<file path="config.mk">
export PLATFORM = sky130hd
export DESIGN_NAME = deinterleaver_4_4
export DESIGN_NICKNAME = d
export VERILOG_FILES = /design/src/rtl/deinterleaver_4_4.sv
export SDC_FILE = /design/constraint.sdc
export NUM_CORES = 1
export LEC_CHECK = 0
export CAP_MARGIN = 0
export CELL_PAD_IN_SITES_DETAIL_PLACEMENT = 1
export CELL_PAD_IN_SITES_GLOBAL_PLACEMENT = 1
export CORE_ASPECT_RATIO = 1.25
export CORE_MARGIN = 2
export CORE_UTILIZATION = 40
export CTS_BUF_LIST = sky130_fd_sc_hd__clkbuf_4
export DETAILED_ROUTE_END_ITERATION = 10
export PLACE_DENSITY_LB_ADDON = 0.15
export SLEW_MARGIN = 20
export SYNTH_ARGS = -nofsm -noshare
export SYNTH_HDL_FRONTEND = slang
export SYNTH_SLANG_ARGS = --single-unit
</file>
<file path="constraint.sdc">
create_clock -name clk -period 3.35 [get_ports clk]
set_input_delay 0.5025 -clock clk [delete_from_list [all_inputs] [get_ports clk]]
set_output_delay 0.5025 -clock clk [all_outputs]
set_load 0.005 [all_outputs]
</file>
<file path="src/rtl/deinterleaver_4_4.sv">
// deinterleaver_4_4: restores row order from a 4x4 column-interleaved symbol
// stream. Two 16-entry banks alternate: one fills from the channel side while
// the other drains through a registered valid/ready output stage.
module deinterleaver_4_4 #(
   parameter int WIDTH = 8
) (
   input  logic             clk,
   input  logic             rst,
   input  logic             valid_i,
   input  logic [WIDTH-1:0] data_i,
   input  logic             sof_i,
   output logic             ready_o,
   output logic             valid_o,
   output logic [WIDTH-1:0] data_o,
   output logic             sof_o,
   output logic             eof_o,
   input  logic             ready_i,
   output logic             err_o
);

   logic [WIDTH-1:0] bank [2][16];
   logic [1:0]       full;
   logic [1:0]       full_next;
   logic             wr_bank;
   logic [3:0]       wr_cnt;
   logic             rd_bank;
   logic [3:0]       rd_cnt;
   logic             in_hs;
   logic             resync;
   logic             wr_done;
   logic [3:0]       wr_addr;
   logic             load;
   logic             rd_done;
   logic [3:0]       rd_addr;

   // Handshake decode, write/read addressing and the next value of the bank-full flags
   always_comb begin
      ready_o   = !full[wr_bank] && !rst;
      in_hs     = valid_i && ready_o;
      resync    = in_hs && sof_i && (wr_cnt != 4'd0);
      wr_addr   = sof_i ? 4'd0 : wr_cnt;
      wr_done   = in_hs && !sof_i && (wr_cnt == 4'd15);
      load      = full[rd_bank] && (!valid_o || ready_i);
      rd_addr   = {rd_cnt[1:0], rd_cnt[3:2]};
      rd_done   = load && (rd_cnt == 4'd15);
      full_next = full;
      if (wr_done) begin
         full_next[wr_bank] = 1'b1;
      end
      if (rd_done) begin
         full_next[rd_bank] = 1'b0;
      end
   end

   // Symbol storage; contents are don't-care until a block has been written
   always_ff @(posedge clk) begin
      if (in_hs) begin
         bank[wr_bank][wr_addr] <= data_i;
      end
   end

   // Write pointer: a start-of-frame always restarts the current bank at index 0
   always_ff @(posedge clk) begin
      if (rst) begin
         wr_bank <= 1'b0;
         wr_cnt  <= 4'd0;
         err_o   <= 1'b0;
      end else begin
         err_o <= resync;
         if (in_hs) begin
            if (sof_i) begin
               wr_cnt <= 4'd1;
            end else begin
               wr_cnt <= wr_cnt + 4'd1;
            end
            if (wr_done) begin
               wr_bank <= ~wr_bank;
            end
         end
      end
   end

   // Bank-full flags: set by a completed write, cleared once the last symbol is read out
   always_ff @(posedge clk) begin
      if (rst) begin
         full <= 2'b00;
      end else begin
         full <= full_next;
      end
   end

   // Output register: reads the bank in transposed order and holds under backpressure
   always_ff @(posedge clk) begin
      if (rst) begin
         rd_bank <= 1'b0;
         rd_cnt  <= 4'd0;
         valid_o <= 1'b0;
         data_o  <= '0;
         sof_o   <= 1'b0;
         eof_o   <= 1'b0;
      end else if (load) begin
         data_o  <= bank[rd_bank][rd_addr];
         sof_o   <= (rd_cnt == 4'd0);
         eof_o   <= (rd_cnt == 4'd15);
         valid_o <= 1'b1;
         rd_cnt  <= rd_cnt + 4'd1;
         if (rd_done) begin
            rd_bank <= ~rd_bank;
         end
      end else if (ready_i) begin
         valid_o <= 1'b0;
      end
   end

endmodule

</file>
==> results.ini <==
[timing]
setup_violations = 0
relSlewSlack_pct = 44.6
hold_violations = 0
holdWs_ns = 0.489
finalClockSkew_ns = 0.0285
period_needed_ns = 2.65
finalMaxSlewViolations = 0
fin_tns_setup_ns = 0
worst_pin_slew_ns = 0.823
grt_setup_unrepaired = no
fmax_ghz = 0.378
fin_crit_sh_pct = 79.0

[logic_synthesis]
ys_ff_latch = 281
synth_flop_cell = edfxtp_1
synth_area_um2 = 11100
synthMuxAreaShare_pct = 11.8
yosys.area_share.simple_pct = 4.05
yosysWarnings = 0
synth-edff-count = 256
synth_top_cells_by_count = edfxtp_1, mux2i_1, a22oi_1
synth.distinct_cells = 34
synth_fa_ha_area_share_pct = 0.450
synth_area_per_cell_um2 = 16.0
synth_top_cell_area_share_pct = 69.1
synth_compound_area_share_pct = 7.48
syn-num-nets = 711
synth_area_leader_cell = edfxtp_1
ys_seq_area_share_pct = 73.6
synthCells = 694
async_reset_ff_share_pct = 0
synth_most_common_cell = edfxtp_1
synthTopCellsByArea = edfxtp_1, mux2i_1, dfxtp_1
synth_top_family_by_area = multiplexers
synth-xor-area-share_pct = 0.394

[routing]
num_vias = 6493
antenna_left = 0
drcViolationCount = 0
routed_wl_mm = 27.5
first_pass_iters = 5
routedWlPerCell_um = 23.1
vias_per_cell = 5.46
drt_iter0_drc = 434

[cts]
htreeDepth = 3
ctsHoldBuffers = 0
cts_tree = yes
cts_resized = 0
path_clk_slew_ns = 0.07
cts.sinks = 281
postCtsSetupBuffers = 0
root_buffer = clkbuf_4
clock_latency_ns = 0.66
clock_path_buffers = 3
numCtsBuffers = 69

[power_and_ir_drop]
power_leakage_nw = 3.92
clkPwrFrac_pct = 40.0
peakVddDrop_v = 0.000340
power.internal_w = 0.00520
switching_share_pct = 21.3
p_per_area_nw_per_um2 = 516
comb_power_share_pct = 2.0
p_sw_w = 0.00140
sequentialPowerShare_pct = 58.0

[placement]
place_area_um2 = 12000
port_buffers = 25
dp_hpwl_mm = 17.9
gp_congestion = 0.806

[setup_path]
cp_num_buf_inv = 0
cp.required_ns = 3.63
reg2reg_depth = 4
arrival_ns = 2.92
cp-end-kind = flip-flop
critPathMaxFanout = 9
crit_family = simple AND/OR/NAND/NOR gates
regToRegSetupSlack_ns = 0.70
reg2reg_from = wr_bank
path_cells = mux2i_1, nand3_1, or3_1, nor2_1
worst-setup-path-type = reg2reg
r2r_end = bank[1][9]
critPathLaunchType = flip-flop
slowest_delay_ns = 0.65
slowest_stage = nor2_1

[floorplan]
coreArea_um2 = 27500
die_w_um = 153
die_y_um = 190
pin_count = 26
die_area_um2 = 29200
initial_utilization_pct = 40.5
rows = 68

[grt]
grt-ovfl-total = 0
grt_usage_pct = 19.3
grt_start_max_net_pins = 33
grt_pass1_wl_mm = 41.8
grt_pass1_vias = 6772
antenna_found_initial = 2

[finish]
synthToLayoutAreaGrowth_pct = 15.0
fin_nets = 810
final_area_um2 = 12800
layout-drive-gt1-share_pct = 17.4

[worst_hold_path]
whs_endpoint = eof_o
hp-start = eof_o
whs_path_depth = 2
hold_path.class = reg2reg

[status]
status = finished, final reports clean

[run]
maxCapViolCount = 0

==> per-layer routing <==
metal | vias up | GRT usage, % | part of all wire, %
li1 | 2949 | - | -
met1 | 3313 | 24.7 | 43
met2 | 176 | 31.7 | 49
met3 | 55 | 4.48 | 4.9
met4 | 0 | 8.05 | 2.9
met5 | - | 0 | 0
==> state kept, by name, summed over array words and instances, names as in the netlist, 2 cells and up, named ones only <==
signal,cells
bank,256
data_o,8
rd_cnt,4
wr_cnt,4
full,2
==> worst max-delay path by stage <==
stage,from,to,cells after the start
after floorplan,wr_bank,bank[0][32],6
after global placement,rst,bank[0][12],5
after detailed placement,rst,bank[1][11],5
after CTS,wr_bank,bank[1][9],4
after global routing,wr_bank,bank[1][30],4
final,wr_bank,bank[1][9],4
==> layout make-up <==
| type | instances | area, um^2 |
|---|---|---|
| clock inverter | 26 | 131 |
| tap | 350 | 438 |
| timing repair buffer | 67 | 616 |
| sequential | 281 | 8190 |
| fill | 2731 | 14700 |
| clock buffer | 90 | 676 |
| antenna | 2 | 5.00 |
| inverter | 9 | 33.8 |
| multi-input combinational | 365 | 2700 |
==> cells by family after synthesis <==
family	Yosys count
flip-flops	281
multiplexers	131
AO/OA/AOI/OAI	130
AND/OR/NAND/NOR	95
buffers and inverters	48
XOR/XNOR	5
adder cells (fa/ha/maj)	4
==> worst register-to-register path: cells and delay by family (launching register included) <==
family           cells  cell delay, ns
AND/OR/NAND/NOR      3            1.62
multiplexers         1            0.31
flip-flops           1            0.35
==> cell usage in the layout (no fill, tap or decap), types with 15 or more instances in the layout <==
master,synthesis,final
clkdlybuf4s50_1,0,25
clkbuf_4,0,90
dfxtp_1,25,24
mux2i_1,131,131
a22oi_1,64,64
nor2_1,39,38
buf_4,10,38
a21oi_1,48,47
edfxtp_1,256,256
clkinv_1,0,19
nand2_1,15,15
==> power groups by stage <==
stage / clock network (W) / registers [W] / logic, W
6_report: 0.00264 / 0.00383 / 0.000131
5_1_grt: 0.00291 / 0.00383 / 0.000143
4_1_cts: 0.00273 / 0.00383 / 0.000135
3_5_place_dp: 0 / 0.00391 / 0.000135
3_3_place_gp: 0 / 0.00391 / 0.000130
2_1_floorplan: 0 / 0.00391 / 0.0000296
==> through the flow <==
step	worst slack, ns	util (%)	total power, W	instances
2_1_floorplan	0.791	-	0.00394	694
3_3_place_gp	0.533	43.6	0.00404	1072
3_5_place_dp	0.394	43.6	0.00404	1072
4_1_cts	0.732	46.5	0.00670	1188
5_1_grt	0.519	46.6	0.00688	1190
6_report	0.704	46.6	0.00660	1190
(Power assumes the default switching activity.)
